$ cat src/rtl/encoder_8_3_pending.sv
// Sequential 8-to-3 encoder. It captures request lines into a pending register and serves one index at a time over Valid/Ready.
// Build option ENC_ROUND_ROBIN_EN: round-robin selection instead of fixed priority (HIGH_FIRST).
module encoder_8_3_pending #(
    parameter int HIGH_FIRST = 1
) (
    input  logic       clk,
    input  logic       rst_n,
    input  logic       E,
    input  logic [7:0] In,
    input  logic       Ready,
    output logic       Valid,
    output logic [2:0] Out,
    output logic [7:0] Pending
);

    localparam logic [0:0] S_IDLE    = 1'b0;
    localparam logic [0:0] S_PRESENT = 1'b1;

    logic [0:0] state_q, state_d;
    logic [7:0] pend_q, pend_d;
    logic [2:0] out_q, out_d;
    logic [7:0] served;
    logic [7:0] rem;
    logic       accept;
    logic [2:0] sel_pend;
    logic [2:0] sel_rem;

`ifdef ENC_ROUND_ROBIN_EN
    logic [2:0] ptr_q, ptr_d;

    // The search starts one past ptr and wraps. ptr itself is checked last.
    function automatic logic [2:0] sel_rr(input logic [7:0] v, input logic [2:0] ptr);
        logic [2:0] idx;
        logic [2:0] cand;
        idx = 3'd0;
        for (int k = 8; k >= 1; k--) begin
            cand = ptr + 3'(k);
            if (v[cand]) begin
                idx = cand;
            end
        end
        return idx;
    endfunction
`else
    function automatic logic [2:0] sel_fixed(input logic [7:0] v);
        logic [2:0] idx;
        idx = 3'd0;
        if (HIGH_FIRST != 0) begin
            for (int i = 0; i < 8; i++) begin
                if (v[i]) begin
                    idx = 3'(i);
                end
            end
        end else begin
            for (int i = 7; i >= 0; i--) begin
                if (v[i]) begin
                    idx = 3'(i);
                end
            end
        end
        return idx;
    endfunction
`endif

    function automatic logic [7:0] onehot3(input logic [2:0] idx);
        logic [7:0] v;
        v = 8'h00;
        v[idx] = 1'b1;
        return v;
    endfunction

    assign accept = (state_q == S_PRESENT) && Ready;
    assign served = accept ? onehot3(out_q) : 8'h00;
    assign rem    = pend_q & ~served;
    // A bit that is set again on the same edge it is cleared stays pending.
    assign pend_d = rem | (E ? In : 8'h00);

`ifdef ENC_ROUND_ROBIN_EN
    assign ptr_d    = accept ? out_q : ptr_q;
    assign sel_pend = sel_rr(pend_q, ptr_q);
    assign sel_rem  = sel_rr(rem, ptr_d);
`else
    assign sel_pend = sel_fixed(pend_q);
    assign sel_rem  = sel_fixed(rem);
`endif

    always_comb begin
        state_d = state_q;
        out_d   = out_q;
        case (state_q)
            S_IDLE: begin
                if (pend_q != 8'h00) begin
                    out_d   = sel_pend;
                    state_d = S_PRESENT;
                end
            end
            S_PRESENT: begin
                if (Ready) begin
                    // Requests that arrive on the final acceptance edge are served from IDLE.
                    if (rem != 8'h00) begin
                        out_d = sel_rem;
                    end else begin
                        state_d = S_IDLE;
                    end
                end
            end
            default: begin
                state_d = S_IDLE;
            end
        endcase
    end

    always_ff @(posedge clk or negedge rst_n) begin
        if (!rst_n) begin
            state_q <= S_IDLE;
            pend_q  <= 8'h00;
            out_q   <= 3'd0;
        end else begin
            state_q <= state_d;
            pend_q  <= pend_d;
            out_q   <= out_d;
        end
    end

`ifdef ENC_ROUND_ROBIN_EN
    always_ff @(posedge clk or negedge rst_n) begin
        if (!rst_n) begin
            ptr_q <= 3'd7;
        end else begin
            ptr_q <= ptr_d;
        end
    end
`endif

    assign Valid   = (state_q == S_PRESENT);
    assign Out     = out_q;
    assign Pending = pend_q;

endmodule
$ cat config.mk
export PLATFORM = sky130hd
export DESIGN_NAME = encoder_8_3_pending
export DESIGN_NICKNAME = d
export VERILOG_FILES = /design/src/rtl/encoder_8_3_pending.sv
export SDC_FILE = /design/constraint.sdc
export NUM_CORES = 1
export LEC_CHECK = 0
export CAP_MARGIN = 20
export CORE_UTILIZATION = 46
export CTS_BUF_LIST = sky130_fd_sc_hd__clkbuf_4
export CTS_CLUSTER_DIAMETER = 60
export DETAILED_ROUTE_END_ITERATION = 16
export PLACE_DENSITY_LB_ADDON = 0.12
export SYNTH_ARGS = -nofsm -noshare
export SYNTH_HDL_FRONTEND = slang
export SYNTH_SLANG_ARGS = --single-unit
$ cat constraint.sdc
create_clock -name clk -period 2.1 [get_ports clk]
set_input_delay 0.42 -clock clk [delete_from_list [all_inputs] [get_ports clk]]
set_output_delay 0.42 -clock clk [all_outputs]
set_load 0.02 [all_outputs]
# Yosys cells after proc, flatten, opt, wreduce, memory -nomap -nowiden

Cells that the tools add are included.

Word-level logic and storage cells: 43
Register bits: 12
Output and inout bits: 12
Input bits: 12

Reduce and logical (&&, ||, !) cells: 5
Mux-type cells: 26
Bitwise gates (word level): 4
Equality and inequality tests: 3
Order comparisons: 2

Operator list:

| cell               | count |
|---|---|
| $mux 3             | 15 |
| $mux 8             | 2 |
| $reduce_bool 8->1  | 2 |
| $and 8x8->8        | 1 |
| $not 8->8          | 1 |
| $or 8x8->8         | 1 |
| $mux 1             | 6 |
| $pmux 3 s2         | 1 |
| $lt 3x4->1 const B | 1 |
| $ne 2x2->1 const B | 2 |
| $demux 1 s3        | 1 |
| $ge 3x1->1 const B | 1 |
| $reduce_and 3->1   | 1 |
| $logic_and 1x1->1  | 2 |
| $ne 2x1->1 const B | 1 |
| $pmux 1 s2         | 1 |
| $not 1->1          | 1 |

# Logic depth before layout (Yosys ltp)

Gate-level depths: netlist (run 1).

Word-level depth: 17
Gate-level depth with buffers: 6
Depth with buffers taken out: 5

# Worst setup path before layout (run 1)

No wires, ideal clock.

Kind: register to register
Start: register state_q (netlist: Valid)
End: register out_q[1] (netlist: Out[1])
Data arrival time: 1.873 ns
Required time: 1.972 ns
Buffers on the path: 1
Period minus slack after synthesis: 2.000 ns
Stages on the path, launching flop included: 7
Library setup time: 0.128 ns
Path slack: 0.100 ns
Cell sequence: dfrtp_1 -> buf_4 -> or3_1 -> nor3_1 -> a41oi_4 -> a22oi_2 -> mux2_1

Cells in the longest elaborated chain, start to end: 13
Elaborated cells on any way between the ends: 19
Those cells by class: eq/ne: 3; mux: 10; bitwise: 3; reduce/logical: 3

RTL lines:

| what                   | RTL line | source |
|---|---|---|
| start, declared        | 19       | `logic [0:0] state_q, state_d;` |
| start signal, assigned | 119      | `state_q <= state_d;` |
| $logic_and 1x1->1      | 72       | `assign accept = (state_q == S_PRESENT) && Ready;` |
| $mux 8                 | 73       | `assign served = accept ? onehot3(out_q) : 8'h00;` |
| $not 8->8              | 74       | `assign rem = pend_q & ~served;` |
| $and 8x8->8            | 74       |  |
| $mux 3 (6 in a row)    | 50       | `if (v[i]) begin` |
| $mux 3                 | 100      | `if (rem != 8'h00) begin` |
| $mux 3                 | 98       | `if (Ready) begin` |
| $pmux 3 s2             | 90       | `case (state_q)` |
| end signal, assigned   | 121      | `out_q <= out_d;` |
| end, declared          | 21       | `logic [2:0] out_q, out_d;` |

Several ways; a longest one is shown, not always the timed one. The select of a mux whose other input is x is not followed.
A chain may end at the register's enable or synchronous reset.

# Final worst setup path (run 1)

Ends and elaborated chain as after synthesis.

==> results of run 1 <==
-- layer usage --
layer,vias up,global-route usage
li1,369,-
met1,370,0.325
met2,28,0.397
met3,7,0.0478
met4,0,0.148
met5,-,0
-- cells in the mapped netlist --
| master | count |
|---|---|
| o31ai_2 | 1 |
| or3_1 | 1 |
| a21o_1 | 1 |
| a21oi_1 | 2 |
| nand2_1 | 18 |
| buf_4 | 1 |
| or2b_1 | 1 |
| nand3_1 | 1 |
| nor2_1 | 1 |
| o211ai_1 | 2 |
| inv_1 | 4 |
| nand2b_1 | 2 |
| a22o_1 | 1 |
| dfrtp_1 | 12 |
| a21boi_0 | 1 |
| clkbuf_1 | 1 |
| o21ai_2 | 1 |
| and2_1 | 1 |
| o21bai_1 | 1 |
| nand4b_2 | 1 |
| nor2b_1 | 1 |
| a21boi_2 | 1 |
| nand4_1 | 1 |
| a31oi_1 | 2 |
| mux2_1 | 1 |
| or4_1 | 1 |
| nand3b_1 | 1 |
| nor3_1 | 2 |
| o21ai_1 | 2 |
| a22oi_2 | 1 |
| o31ai_1 | 1 |
| a221o_1 | 2 |
| a41oi_4 | 1 |
| or2_0 | 1 |
| o21a_1 | 2 |
| or4b_1 | 1 |
| o41ai_1 | 1 |
| o21ai_0 | 2 |
-- metrics by stage --
stage                     std cells  cell area (um^2)  utilization  power, mW
after floorplan                  78               728            -      0.659
after global placement          129              1080        0.780       1.00
after detailed placement        129              1080        0.780       1.01
after CTS                       132              1120        0.808       1.18
after global routing            132              1120        0.808       1.24
final                           132              1120        0.808       1.18
-- power by group through the flow --
stage	Clock [mW]	Combinational, mW	Sequential (mW)
finish	0.145	0.668	0.365
global route	0.156	0.713	0.375
CTS	0.148	0.666	0.363
detailed placement	0	0.649	0.363
global placement	0	0.639	0.362
floorplan	0	0.208	0.451
-- registers in the layout, summed over array words and instances, names as in the netlist --
| register | flops |
|---|---|
| Valid | 1 |
| Pending | 8 |
| Out | 3 |
-- logic make-up (layout without fill, tap and decap cells) --
group | count (synthesis) | count (layout)
muxes | 1 | 1
and+or+nand+nor | 34 | 34
DFF | 12 | 12
AOI/OAI and AO/OA | 25 | 25
buffers and inverters | 6 | 45
-- cell usage in the layout, fill, tap and decap left out, types with 2 or more instances in the layout --
cell             instances
a31oi_1                  2
a221o_1                  2
nor3_1                   2
nand2b_1                 2
o21a_1                   2
o21ai_0                  2
inv_1                    4
clkbuf_4                 3
buf_4                   15
nand2_1                 18
clkdlybuf4s50_1         22
o211ai_1                 2
a21oi_1                  2
dfrtp_1                 12
o21ai_2                  2
-- timing repair --
action                                  4_1_cts  5_1_grt
endpoints found under the setup margin        2        0
hold buffers                                  0        0
endpoints found under the hold margin         0        0
gates resized for setup                       4        0
-- layout make-up --
cell class | instances | area share
Inverter | 4 | 0.0134
Timing Repair Buffer | 38 | 0.306
Tap cell | 15 | 0.0168
Sequential cell | 12 | 0.269
Clock buffer | 3 | 0.0202
Multi-Input combinational cell | 60 | 0.375
-- final timing paths --
| kind | end | start |
|---|---|---|
| max | Out[1] | Valid |
| min | Pending[5] | rst_n |
| max reg2reg | Out[1] | Valid |
| min reg2reg | Pending[0] | Pending[0] |
| max in group asynchronous | Out[2] | rst_n |
| min in group clk | Pending[0] | Pending[0] |
==> impl_metrics.tcl, run 1 <==
set metrics [dict create \
    die_h_um 41.8 \
    hold_viol 0 \
    switching_power_uw 494 \
    n_fill_cell 92 \
    leakagePower_nw 0.462 \
    start_kind "flip-flop" \
    viasPerCell 5.86 \
    peakVddDrop_mv 0.751 \
    cts.path.max_buffers 2 \
    top_layer_used "met4" \
    overflow 0 \
    numClockSinks 12 \
    finalCritPeriodShare 0.952 \
    clock_power_share 0.123 \
    crit_chain "or3_1 > nor3_1 > a41oi_4 > a22oi_2 > mux2_1" \
    crit_path_max_incr_delay_ns 0.50 \
    reg2reg_depth 5 \
    maxCapViolations 0 \
    routed_wirelength_um 2060 \
    vias 774 \
    dieArea_um2 1750 \
    start_util 0.527 \
    antenna_found_initial 0 \
    grt_max_degree 13 \
    cp_max_fo 11 \
    die_x_um 41.8 \
    port_buffers 23 \
    htree_levels 1 \
    place_congestion 0.951 \
    core-area_um2 1380 \
    worst-endpoint-arrival_ns 2.16 \
    drc 0 \
    multi_input_area_um2 419 \
    synth_compound_area_frac 0.292 \
    max-slew-margin-rel 0.636 \
    antenna_left 0 \
    drive_above_1_share 0.222 \
    critPathCaptureType "flip-flop" \
    preCtsSetupSlack_ns -0.323 \
    grtUsageTotal 0.254 \
    synth_top_family_by_area "compound AO/OA/AOI/OAI gates" \
    setup_tns_ns 0 \
    rows 13 \
    setup_viol 0 \
    pin_count 24 \
    cts_root_buffer "clkbuf_4" \
    synthSimpleGateAreaFrac 0.244 \
    switching_share 0.419 \
    cp_top_family "simple AND/OR/NAND/NOR gates" \
    synth_area_um2 728 \
    synth_xor_area_frac 0 \
    drt_iter0_markers 18 \
    intPower_uw 685 \
    cts_tree "yes" \
    syn_nets 90 \
    wl_met1_um 926 \
    cts_made_buffers 3 \
    tightest_slew_ns 0.544 \
    rsz0062_at_grt "no" \
    synth.area.top_cells "dfrtp_1 41%, nand2_1 9.3%, a41oi_4 3.8%, a221o_1 2.7%, inv_1 2.1%" \
    yosysUniqueCellTypes 38 \
    firstDrtPassIters 6 \
    setup_ws_ns 0.100 \
    pwr-share-comb 0.567 \
    syn_area_per_cell_um2 9.34 \
    critPathKind "flip-flop to flip-flop" \
    worst-path-buf-inv 0 \
    areaGrowthSynthToFinish_pct 53.4 \
    slowest_stage "dfrtp_1" \
    rrSetupSlack_ns 0.10 \
    seqCellArea_um2 300 \
    diodes 0 \
    drv_slew 0 \
    route.met2.wl_um 989 \
    yosys_warnings 0 \
    grt_pass1_wl_um 3380 \
    grt_pass1_vias 778 \
    worstHoldPathType "input port to async pin" \
    synth_top_cell_by_area "dfrtp_1" \
    synth_top_area_share 0.412 \
    clkTransAtPathRegs_ns 0.07 \
    fin_skew_ns 0.00183 \
    ys_ff_latch 12 \
    synth.mux.area_fraction 0.0155 \
    synth_adder_area_share 0 \
    synth_seq_area_share 0.412 \
    post_cts_buffers 0 \
    hpwlAfterDp_um 1510 \
    power_density_nw_per_um2 1060 \
    clock_latency_ns 0.28 \
    final_nets 131 \
    post-route-min-period_ns 2.00 \
    cp.required_ns 2.26 \
    status "finished clean" \
    max_freq_ghz 0.500 \
    pwr-share-seq 0.310 \
    dr_wl_met3_um 96 \
    synthCells 78 \
    holdWs_ns 0.489 \
    wl_per_cell_um 15.6 \
    worst-path-stages 5 \
]
Power figures use the tool's default switching activity.
==> run 2: changes to the inputs <==
--- a/config.mk
+++ b/config.mk
@@ -6,10 +6,11 @@
 export NUM_CORES = 1
 export LEC_CHECK = 0
 export CAP_MARGIN = 20
-export CORE_UTILIZATION = 46
+export CORE_UTILIZATION = 30
 export CTS_BUF_LIST = sky130_fd_sc_hd__clkbuf_4
 export CTS_CLUSTER_DIAMETER = 60
 export DETAILED_ROUTE_END_ITERATION = 16
+export GPL_TIMING_DRIVEN = 0
 export PLACE_DENSITY_LB_ADDON = 0.12
 export SYNTH_ARGS = -nofsm -noshare
 export SYNTH_HDL_FRONTEND = slang
==> run 2 against run 1 <==
Final area fell by 4.0%. Critical path depth did not move. Combinational power fell by 14%.
==> impl_metrics.tcl, run 2 (synthesis gave the netlist of run 1 again) <==
set metrics [dict create \
    start_util 0.323 \
    globalRouteMet2Util 0.274 \
    final_util 0.476 \
    grt_pass1_wl_um 3270 \
    setup_tns_ns 0 \
    start_kind "flip-flop" \
    htree_levels 1 \
    reg2reg_depth 5 \
    rrSetupSlack_ns 0.11 \
    viasPerCell 5.29 \
    r2r-start "Out[0]" \
    clock_latency_ns 0.28 \
    final_common_cell "clkdlybuf4s50_1" \
    antenna_found_initial 0 \
    port_buffers 22 \
    peakVddDrop_mv 0.648 \
    cts_tree "yes" \
    clkTransAtPathRegs_ns 0.08 \
    drive_above_1_share 0.185 \
    die_x_um 51.3 \
    worst-endpoint-arrival_ns 2.15 \
    diodes 0 \
    areaGrowthSynthToFinish_pct 47.3 \
    met3_usage 0.0625 \
    cts_root_buffer "clkbuf_4" \
    largest_reg_flops 8 \
    overflow 0 \
    finalCritPeriodShare 0.945 \
    max-slew-margin-rel 0.635 \
    routed_wirelength_um 1970 \
    grt_max_degree 13 \
    worstHoldPathType "input port to async pin" \
    core-area_um2 2250 \
    leakagePower_nw 0.411 \
    grt_busiest_layer "met2" \
    vias 720 \
    grtUsageTotal 0.171 \
    holdWs_ns 0.486 \
    cp.required_ns 2.27 \
    max_freq_ghz 0.504 \
    die_h_um 51.3 \
    grt_pass1_vias 683 \
    maxCapViolations 0 \
    setup_viol 0 \
    cts_hold_buf 0 \
    grt_use_met1 0.208 \
    critPathCaptureType "flip-flop" \
    rows 17 \
    wl_per_cell_um 14.5 \
    cp-endpoint "Out[1]" \
    fin_skew_ns 0.00229 \
    tightest_slew_ns 0.546 \
    numClockSinks 12 \
    place_congestion 0.812 \
    post-route-min-period_ns 1.99 \
    cts_made_buffers 3 \
    critPathKind "flip-flop to flip-flop" \
    final_cell_mix "21 x clkdlybuf4s50_1, 18 x nand2_1, 9 x dfrtp_1" \
    cp_max_fo 6 \
    antenna_left 0 \
    rsz0062_at_grt "no" \
    drc 0 \
    cp-startpoint "Out[0]" \
    hold_viol 0 \
    drv_slew 0 \
    drt_iter0_markers 11 \
    reg2reg_to "Out[1]" \
    power_density_nw_per_um2 1050 \
    dieArea_um2 2630 \
    cts.path.max_buffers 2 \
    pin_count 24 \
    status "finished clean" \
    p_total_mw 1.13 \
    hpwlAfterDp_um 1350 \
    final_nets 121 \
    firstDrtPassIters 4 \
]
[run 2: power by group]
part / internal (mW) / total [mW] / leakage, nW / switching (mW)
Sequential: 0.297 / 0.400 / 0.115 / 0.103
Clock: 0.0691 / 0.152 / 0.0154 / 0.0832
Combinational: 0.271 / 0.574 / 0.280 / 0.303
[run 2: worst min-delay path by stage]
| stage | startpoint | to | slack (ns) | cells past startpoint |
|---|---|---|---|---|
| 2_1_floorplan | rst_n | Out[0] | 0.12 | 0 |
| 3_3_place_gp | Pending[0] | Pending[0] | 0.56 | 2 |
| 3_5_place_dp | Pending[0] | Pending[0] | 0.55 | 2 |
| 4_1_cts | E | Pending[7] | 0.51 | 3 |
| 5_1_grt | E | Pending[5] | 0.51 | 3 |
| 6_report | rst_n | Valid | 0.49 | 1 |
[run 2: repair_timing]
item | in CTS | in global routing
gates resized for setup | 7 | 4
pin swaps | 0 | 1
buffers inserted | 0 | 4
endpoints found under the setup margin | 2 | 1
[run 2: cell type report]
type | instances | area [um^2]
plain buffers | 2 | 11.3
clock buffers | 3 | 22.5
clock inverters | 1 | 3.75
fillers | 236 | 1180
inverters | 4 | 15.0
multi-input cells | 60 | 432
flip-flops and latches | 12 | 304
well taps | 28 | 35.0
repair buffers | 26 | 249
[run 2: metal layers]
| metal | vias to the layer above | wire length, um | part of all wire |
|---|---|---|---|
| met2 | 24 | 961 | 0.49 |
| met1 | 345 | 855 | 0.43 |
| met3 | 4 | 103 | 0.052 |
| li1 | 347 | - | - |
| met4 | 0 | 48 | 0.024 |
| met5 | - | 0 | 0 |
[run 2: through the flow]
stage                     std cells  instance area (um^2)  worst slack, ns
after global placement          128                   983           -0.466
after global routing            136                  1070           0.0207
after detailed placement        128                   983           -0.454
after floorplan                  78                   728           0.0997
after CTS                       132                  1030          0.00583
final                           136                  1070            0.115
[run 2: critical path: stages (launching register included)]
cell	delay, ns
dfrtp_2	0.45
or4b_1	0.55
a21boi_2	0.17
nand4b_2	0.17
a22oi_2	0.19
mux2_1	0.34
==> run 3: changes to the inputs <==
--- a/config.mk
+++ b/config.mk
@@ -6,12 +6,13 @@
 export NUM_CORES = 1
 export LEC_CHECK = 0
 export CAP_MARGIN = 20
-export CORE_UTILIZATION = 30
+export CORE_UTILIZATION = 46
 export CTS_BUF_LIST = sky130_fd_sc_hd__clkbuf_4
 export CTS_CLUSTER_DIAMETER = 60
 export DETAILED_ROUTE_END_ITERATION = 16
 export GPL_TIMING_DRIVEN = 0
 export PLACE_DENSITY_LB_ADDON = 0.12
+export SLEW_MARGIN = 20
 export SYNTH_ARGS = -nofsm -noshare
 export SYNTH_HDL_FRONTEND = slang
 export SYNTH_SLANG_ARGS = --single-unit
==> constraint.sdc (replaced) <==
create_clock -name clk -period 2.1 [get_ports clk]
set_input_delay 0.42 -clock clk [delete_from_list [all_inputs] [get_ports clk]]
set_output_delay 0.42 -clock clk [all_outputs]
set_load 0.005 [all_outputs]
==> run 3 against run 2 <==
Clock skew down 0.0013 ns. Core utilization up 29 points. Non-clock buffer count increased by 1. Critical path depth stayed put. Total power down 6.4%. Sequential cell count did not move. Clock power down 6%. Die area shrank 34%. Largest cell class unchanged. Largest power group unchanged.
==> impl_metrics.tcl, run 3 (synthesis gave the netlist of run 1 again) <==
set metrics [dict create \
    port_buffers 22 \
    routed_wirelength_um 1960 \
    final_nets 122 \
    cts_tree "yes" \
    crit_path_max_incr_delay_ns 0.54 \
    post-route-cell-area_um2 1060 \
    die_h_um 41.8 \
    grt_busiest_layer "met2" \
    worst-endpoint-arrival_ns 2.19 \
    crit_chain "or4b_1 > a21boi_2 > nand4b_2 > a22oi_2 > mux2_1" \
    reg2reg_depth 5 \
    post-route-min-period_ns 2.03 \
    finalCritPeriodShare 0.968 \
    drt_iter0_markers 27 \
    reg2reg_to "Out[1]" \
    met3_usage 0.0391 \
    r2r-start "Out[1]" \
    start_util 0.527 \
    rows 13 \
    viasPerCell 5.98 \
    cp_max_fo 9 \
    diodes 0 \
    fin_skew_ns 0.000945 \
    worst-path-buf-inv 0 \
    areaGrowthSynthToFinish_pct 45.4 \
    worstHoldPathType "input port to async pin" \
    tightest_slew_ns 0.538 \
    core-area_um2 1380 \
    leakagePower_nw 0.415 \
    p_total_mw 1.05 \
    final_common_cell "clkdlybuf4s50_1" \
    slowest_stage "or4b_1" \
    vias 735 \
    grt_pass1_vias 627 \
    hpwlAfterDp_um 1320 \
    antenna_left 0 \
    max_freq_ghz 0.492 \
    largest_reg_flops 8 \
    place_area_um2 967 \
    cts_made_buffers 3 \
    firstDrtPassIters 4 \
    peakVddDrop_mv 0.723 \
    cp.required_ns 2.26 \
    grt_max_degree 13 \
    place_congestion 0.846 \
    overflow 0 \
    cts_hold_buf 0 \
    dp.cells 115 \
    drc 0 \
    setup_ws_ns 0.0662 \
    max-slew-margin-rel 0.640 \
    dieArea_um2 1750 \
    status "finished clean" \
    drive_above_1_share 0.185 \
    htree_levels 1 \
    final_cell_mix "21 x clkdlybuf4s50_1, 18 x nand2_1, 10 x dfrtp_1" \
    pin_count 24 \
    die_x_um 41.8 \
    numClockSinks 12 \
    grt_use_met1 0.315 \
    rsz0062_at_grt "no" \
    antenna_found_initial 0 \
    drv_slew 0 \
    preCtsSetupSlack_ns -0.409 \
    start_kind "flip-flop" \
    clkTransAtPathRegs_ns 0.07 \
    critPathKind "flip-flop to flip-flop" \
    hold_viol 0 \
    grt_pass1_wl_um 3010 \
    grtUsageTotal 0.231 \
    stdcell_count 123 \
    maxCapViolations 0 \
    setup_tns_ns 0 \
    wl_per_cell_um 15.9 \
    critPathCaptureType "flip-flop" \
    rrSetupSlack_ns 0.07 \
    globalRouteMet2Util 0.353 \
    cts.path.max_buffers 2 \
    cp_top_family "simple AND/OR/NAND/NOR gates" \
    clock_latency_ns 0.28 \
    setup_viol 0 \
    cts_root_buffer "clkbuf_4" \
    power_density_nw_per_um2 996 \
]
## run 3: cell count changes in the layout (fill, tap and decap cells not counted), sizes merged
| cell | change |
|---|---|
| buf | +1 |
| clkinv | -1 |
## run 3: cell type report
class / instances / area, um^2
Clock buffer: 3 / 22.5
Inverter: 4 / 15.0
Fill cell: 103 / 324
Multi-Input combinational cell: 60 / 432
Timing Repair Buffer: 27 / 256
Buffer: 2 / 11.3
Tap cell: 15 / 18.8
Sequential cell: 12 / 303
## run 3: timing repair
item | CTS | global route
gates resized for setup | 7 | 3
endpoints found under the setup margin | 1 | 1
buffers inserted | 0 | 5
gates cloned | 0 | 0
## run 3: worst max path at each step
| stage | from | to | slack [ns] | cells past startpoint |
|---|---|---|---|---|
| after detailed placement | Ready | Out[1] | -0.41 | 6 |
| after global routing | Out[1] | Out[1] | 0.004 | 5 |
| after global placement | Ready | Out[1] | -0.43 | 6 |
| after CTS | Out[0] | Out[1] | 0.01 | 5 |
| final | Out[1] | Out[1] | 0.07 | 5 |
| after floorplan | Out[0] | Out[1] | 0.18 | 5 |
## run 3: per-stage QoR
| step | utilization | hold slack (ns) |
|---|---|---|
| 3_3_place_gp | 0.700 | 0.562 |
| 6_report | 0.766 | 0.491 |
| 3_5_place_dp | 0.700 | 0.556 |
| 5_1_grt | 0.766 | 0.549 |
| 2_1_floorplan | - | 0.124 |
| 4_1_cts | 0.733 | 0.510 |
## run 3: where the power goes
group	switching, mW	total, mW	internal [mW]
clock network	0.0763	0.143	0.0666
logic	0.228	0.507	0.279
registers	0.108	0.405	0.297
total	0.412	1.05	0.643
## run 3: metal layers
layer / vias up / share of wire
li1: 351 / -
met1: 346 / 0.45
met3: 8 / 0.051
met5: - / 0
met2: 30 / 0.47
met4: 0 / 0.027
